$ cat config.mk
export PLATFORM = sky130hd
export DESIGN_NAME = fetch_entry_fifo
export DESIGN_NICKNAME = d
export VERILOG_FILES = /design/src/rtl/ariane_pkg.sv /design/src/rtl/fetch_entry_fifo.sv
export SDC_FILE = /design/constraint.sdc
export NUM_CORES = 1
export LEC_CHECK = 0
export CAP_MARGIN = 0
export CORE_UTILIZATION = 54
export DETAILED_ROUTE_END_ITERATION = 12
export GPL_TIMING_DRIVEN = 0
export PLACE_DENSITY = 0.87
export SETUP_SLACK_MARGIN = 0.2
export SLEW_MARGIN = 30
export SYNTH_ARGS = -nofsm -noshare
export SYNTH_HDL_FRONTEND = slang
export SYNTH_SLANG_ARGS = --single-unit
$ cat constraint.sdc
create_clock -name clk_i -period 11.47 [get_ports clk_i]
set_input_delay 2.294 -clock clk_i [delete_from_list [all_inputs] [get_ports clk_i]]
set_output_delay 2.294 -clock clk_i [all_outputs]
set_load 0.005 [all_outputs]
$ cat src/rtl/ariane_pkg.sv
// rtl/ariane_pkg.sv - frontend/decode shared types used by the fetch entry FIFO
package ariane_pkg;

  typedef enum logic [2:0] {
    NoCF,
    Branch,
    Jump,
    JumpR,
    Return
  } cf_t;

  typedef struct packed {
    logic [63:0] cause;
    logic [63:0] tval;
    logic        valid;
  } exception_t;

  typedef struct packed {
    cf_t         cf;
    logic [63:0] predict_address;
  } branchpredict_sbe_t;

  // One realigned instruction plus its predict and fault metadata
  typedef struct packed {
    logic [63:0]        address;
    logic [31:0]        instruction;
    branchpredict_sbe_t branch_predict;
    exception_t         ex;
  } fetch_entry_t;

endpackage

$ cat src/rtl/fetch_entry_fifo.sv
// rtl/fetch_entry_fifo.sv - registered FIFO between the frontend realigner and decode
module fetch_entry_fifo
  import ariane_pkg::*;
#(
  parameter int unsigned DEPTH = 4
) (
  input  logic                     clk_i,
  input  logic                     rst_ni,
  input  logic                     flush_i,
  input  fetch_entry_t             fetch_entry_i,
  input  logic                     fetch_entry_valid_i,
  output logic                     fetch_entry_ready_o,
  output fetch_entry_t             fetch_entry_o,
  output logic                     fetch_entry_valid_o,
  input  logic                     fetch_entry_ready_i,
  output logic [$clog2(DEPTH):0]   usage_o,
  output logic                     almost_full_o
);

  localparam int unsigned PTR_W = $clog2(DEPTH);
  localparam logic [PTR_W:0] FULL_CNT   = (PTR_W + 1)'(DEPTH);
  localparam logic [PTR_W:0] ALMOST_CNT = (PTR_W + 1)'(DEPTH - 1);

  logic [PTR_W-1:0] rd_ptr_q, wr_ptr_q;
  logic [PTR_W:0]   usage_q;
  fetch_entry_t     mem_q [DEPTH];
  logic             push, pop;

  // Flush masks both handshakes so nothing moves in the flush cycle
  assign fetch_entry_ready_o = (usage_q != FULL_CNT) && !flush_i;
  assign fetch_entry_valid_o = (usage_q != '0) && !flush_i;
  assign fetch_entry_o       = mem_q[rd_ptr_q];
  assign usage_o             = usage_q;
  assign almost_full_o       = usage_q >= ALMOST_CNT;

  assign push = fetch_entry_valid_i && fetch_entry_ready_o;
  assign pop  = fetch_entry_valid_o && fetch_entry_ready_i;

  always_ff @(posedge clk_i) begin
    if (!rst_ni || flush_i) begin
      rd_ptr_q <= '0;
      wr_ptr_q <= '0;
      usage_q  <= '0;
    end else begin
      if (push) wr_ptr_q <= wr_ptr_q + 1'b1;
      if (pop)  rd_ptr_q <= rd_ptr_q + 1'b1;
      if (push && !pop)      usage_q <= usage_q + 1'b1;
      else if (pop && !push) usage_q <= usage_q - 1'b1;
    end
  end

  // Storage is never cleared; only pointers and count carry state
  always_ff @(posedge clk_i) begin
    if (rst_ni && push) mem_q[wr_ptr_q] <= fetch_entry_i;
  end

endmodule

# Yosys cells after proc, flatten, opt, wreduce, memory -nomap -nowiden

Memory sizes are Yosys's and may differ from the RTL's. A register that Yosys moved wholly into a read port is not among the register bits.
Index checks and enable logic that the tools add are counted.

Add/sub/neg operators: 4
$mul: 0
Div/mod/pow operators: 0
Order comparisons: 1
Eq/ne operators: 1
Shift-type cells: 0
Muxes and demuxes: 6
Bitwise gates (word level): 0
Reduce and logical (&&, ||, !) cells: 14

Operators by type and width:

| operator              | count |
|---|---|
| $logic_and A1 B1 Y1   | 7 |
| $mux W3               | 2 |
| $add A2 B1 Y2 const B | 2 |
| $logic_not A1 Y1      | 4 |
| $mux W2               | 2 |
| $add A3 B1 Y3 const B | 1 |
| $ge A3 B2 Y1 const B  | 1 |
| $ne A3 B3 Y1 const B  | 1 |
| $reduce_bool A3 Y1    | 1 |
| $sub A3 B1 Y3 const B | 1 |
| $mux W1               | 2 |
| $reduce_bool A2 Y1    | 1 |
| $logic_or A1 B1 Y1    | 1 |

Bits in registers: 7
Bits in latches: 0
RAM bits: 1,168
ROM bits: 0
Bits of input ports: 297
Word-level logic and storage cells: 30
Memories: 1

Memories:

| name  | depth | bits a word | rd ports | clocked after memory_dff | wr ports | line                   | RTL |
|---|---|---|---|---|---|---|---|
| mem_q | 4     | 292         | 1        | 1                        | 1        | fetch_entry_fifo.sv:26 | `fetch_entry_t mem_q [DEPTH];` |

# Logic depth before layout (Yosys ltp)

Word-level depth: 7
Mapped depth: 9

# Least setup slack after synthesis

OpenSTA, ideal clock, no wires.

Path kind: input to register
Start: input port fetch_entry_valid_i
End: memory mem_q[0][0] in the netlist's numbering, enable pin
Setup time: 0.694 ns
Data arrival time: 9.396 ns
Data required time: 10.776 ns
Setup slack: 1.380 ns
Stages on the path: 4
Path buffers: 1
Cell sequence: nor2b_1 and2_4 buf_6 and3_1

Word-level cells in the longest chain between the ends: 4

RTL lines:

| element                       | line                   | RTL |
|---|---|---|
| start, declared               | fetch_entry_fifo.sv:11 | `input logic fetch_entry_valid_i,` |
| $logic_and A1 B1 Y1           | fetch_entry_fifo.sv:36 | `assign push = fetch_entry_valid_i && fetch_entry_ready_o;` |
| net push                      | fetch_entry_fifo.sv:27 | `logic push, pop;` |
| $logic_and A1 B1 Y1           | fetch_entry_fifo.sv:54 | `if (rst_ni && push) mem_q[wr_ptr_q] <= fetch_entry_i;` |
| $mux W1                       | fetch_entry_fifo.sv:54 |  |
| $mux W1 (not written as such) | fetch_entry_fifo.sv:54 |  |
| end, declared                 | fetch_entry_fifo.sv:26 |  |

The timed path passes the listed nets, and every way through them passes these cells.

# Final worst setup path

Start: input port flush_i
End: output port fetch_entry_valid_o

Word-level cells in the longest chain between the ends: 2

RTL lines:

| element             | line                   | RTL |
|---|---|---|
| start, declared     | fetch_entry_fifo.sv:9  | `input logic flush_i,` |
| $logic_not A1 Y1    | fetch_entry_fifo.sv:31 | `assign fetch_entry_valid_o = (usage_q != '0) && !flush_i;` |
| $logic_and A1 B1 Y1 | fetch_entry_fifo.sv:31 |  |
| end, declared       | fetch_entry_fifo.sv:14 | `output logic fetch_entry_valid_o,` |

No other way between the ends.

==> flow_metrics.env <==
export IMPL_top_usage_layer="met2"
export IMPL_timing_critical_path_from="flush_i"
export IMPL_finalHoldViolations=0
export IMPL_syn_cell_area_um2=43000
export IMPL_synthAdderAreaFrac=0.00192
export IMPL_fin_hold_ws_ns=0.521
export IMPL_grt_pass1_wl_um=146000
export IMPL_grt_use_met3=0.0864
export IMPL_irDropWorstVdd_uv=150
export IMPL_clk_pin_slew_ns=0.06
export IMPL_synth_most_common_cell="edfxtp_1"
export IMPL_netlist_top_cells_count="1168 x edfxtp_1, 292 x mux4_2, 31 x buf_12, 28 x buf_2, 9 x dfxtp_1"
export IMPL_dpl_hpwl_um=64000
export IMPL_path_class="input port to primary output"
export IMPL_synthXorXnorAreaFrac=0.000408
export IMPL_period_needed_ns=5.95
export IMPL_synth_compound_area_frac=0.00114
export IMPL_antenna_found_initial=23
export IMPL_synth_simple_area_share=0.00335
export IMPL_first_pass_iters=5
export IMPL_syn_mean_instance_area_um2=27.2
export IMPL_htreeDepth=3
export IMPL_cp_cell_sequence="clkdlybuf4s50_1 > nor2_1 > clkdlybuf4s50_1"
export IMPL_cts_root_buf="clkbuf_16"
export IMPL_die_h_um=284
export IMPL_slew_violations=0
export IMPL_slew_limit_headroom=0.446
export IMPL_initial_core_util=0.545
export IMPL_worstSkewPairLatency_ns=0.68
export IMPL_grt_max_degree=43
export IMPL_skew_ns=0.0382
export IMPL_io_pins=595
export IMPL_dieArea_um2=80700
export IMPL_powerDensity_nw_per_um2=160
export IMPL_ys_types=30
export IMPL_cts_sinks=1177
export IMPL_cts_hold_buf=0
export IMPL_tns_ns=0
export IMPL_clockBufferDepth=3
export IMPL_ys_seq_elements=1177
export IMPL_routed_wl_um=102000
export IMPL_synth_top_family_by_area="multiplexers"
export IMPL_synth_nets=1884
export IMPL_wl_per_cell_um=29.3
export IMPL_core_um2=78900
export IMPL_reg2reg_to="mem_q[0][13]"
export IMPL_critPathMaxStageDelay_ns=0.57
export IMPL_ctsResizeCount=0
export IMPL_min_to="wr_ptr_q[1]"
export IMPL_grt_setup_unrepaired="no"
export IMPL_start_kind="input port"
export IMPL_yosys_most_used_dff="edfxtp_1"
export IMPL_grtUsageTotal=0.251
export IMPL_arrival_ns=3.65
export IMPL_cts_setup_buffers=0
export IMPL_ys_top_cells_by_area="edfxtp_1 82%, mux4_2 15%, buf_12 1.4%"
export IMPL_cp_required_ns=9.18
export IMPL_period_share=0.518
export IMPL_nFillCells=4424
export IMPL_r2r_start="usage_o[1]"
export IMPL_row_count=103
export IMPL_drive_gt1_frac=0.229
export IMPL_synth_edff_count=1168
export IMPL_status="finished, final reports clean"
export IMPL_vias_per_cell=5.84
export IMPL_hold_class="register to register"
export IMPL_grt_util_met2=0.438
export IMPL_synth_top_area_share=0.816
export IMPL_cap_violations=0
export IMPL_grt_pass1_vias=22100
export IMPL_numCtsBuffers=110
export IMPL_areaGrowthSynthToFinish_pct=27.1
export IMPL_synth_mux_area_frac=0.154
export IMPL_slowest_stage="clkdlybuf4s50_1"
export IMPL_port_buffers=594
export IMPL_crit_top_cell="clkdlybuf4s50_1"
export IMPL_yosysWarningCount=0
export IMPL_min_path_cells=2
export IMPL_async_reset_ff_frac=0
export IMPL_netlist_instances=1581
export IMPL_drt_iter0_drc=1674
export IMPL_final_antenna_net_count=0
export IMPL_r2r_slack_ns=8.36
export IMPL_die_w_um=284
export IMPL_fin_util=0.692
export IMPL_reg2reg_depth=8
export IMPL_drc_errors=0
export IMPL_fmax_mhz=168
export IMPL_ys_seq_area_frac=0.821
export IMPL_cp_max_fo=7
export IMPL_vias=20300
export IMPL_setup_viol=0
export IMPL_cp_top_family="buffers and inverters"
export IMPL_p_leak_uw=0.0170
export IMPL_cts_tree="done"
export IMPL_crit_buf_inv=2
export IMPL_yosysTopAreaCell="edfxtp_1"
export IMPL_grtUsageMet1=0.279
export IMPL_worstMarginPinSlew_ns=0.831
export IMPL_num_nets_final=2620
export IMPL_overflow=0
export IMPL_end_kind="primary output"
export IMPL_place_congestion=0.808
export IMPL_power_uw=8750
export IMPL_min_from="wr_ptr_q[1]"
per-layer routing:
metal	up-vias	wire (um)
li1	8399	-
met1	10600	33700
met2	1065	54000
met3	223	9930
met4	20	4020
met5	-	126
registers in the layout, indices dropped and copies added (netlist names), named ones only:
| signal | count |
|---|---|
| mem_q | 1168 |
| usage_o | 3 |
| rd_ptr_q | 2 |
| wr_ptr_q | 2 |
stage by stage:
step	worst slack (ns)	instance area, um2	instances
6_report	5.52	54600	3474
5_1_grt	5.47	54600	3472
3_5_place_dp	5.56	51000	3255
2_1_floorplan	1.38	43000	1581
4_1_cts	5.54	54600	3462
3_3_place_gp	-3.90	50200	3225
power breakdown:
part           internal (uW)  switching, uW  total [uW]
clock network           2030           1560        3590
logic                    217            154         370
registers               4770           13.9        4790
layout make-up:
| cell class | count | area (um2) | share of cell area |
|---|---|---|---|
| antenna | 12 | 30.0 | 0.000550 |
| buffer | 66 | 808 | 0.0148 |
| sequential | 1177 | 35300 | 0.645 |
| clock buffer | 136 | 2930 | 0.0537 |
| tap | 1050 | 1310 | 0.0241 |
| multi-input combinational | 335 | 6910 | 0.127 |
| clock inverter | 71 | 676 | 0.0124 |
| inverter | 3 | 11.3 | 0.000206 |
| timing repair buffer | 624 | 6680 | 0.122 |
worst min-delay path, stage by stage, from the launching register on:
cell and delay (ns):
dfxtp_1 0.34, nand2_1 0.07, mux2i_1 0.06
placed cells by master, fill, tap and decap left out, types with 9 or more instances in the layout:
| master | synthesis | final |
|---|---|---|
| edfxtp_1 | 1168 | 1168 |
| clkdlybuf4s50_1 | 0 | 594 |
| mux4_2 | 292 | 292 |
| clkbuf_16 | 0 | 113 |
| buf_12 | 31 | 43 |
| buf_2 | 28 | 28 |
| clkinv_1 | 0 | 26 |
| clkinv_2 | 0 | 25 |
| clkbuf_1 | 4 | 23 |
| buf_16 | 0 | 18 |
| diode_2 | 0 | 12 |
| dfxtp_1 | 9 | 9 |
| bufinv_16 | 0 | 9 |
kinds of logic after synthesis:
kind of cell | count (synthesis)
mux | 294
simple gates | 25
compound gates | 8
fa+ha+maj | 6
buf+inv | 69
flops | 1177
xor+xnor | 2
how the worst max path moves through the flow:
stage | endpoint | cells past startpoint
2_1_floorplan | mem_q[0][0] | 4
3_3_place_gp | mem_q[0][99] | 5
3_5_place_dp | fetch_entry_valid_o | 3
4_1_cts | fetch_entry_valid_o | 3
5_1_grt | fetch_entry_valid_o | 3
6_report | fetch_entry_valid_o | 3
(Power assumes the default switching activity.)
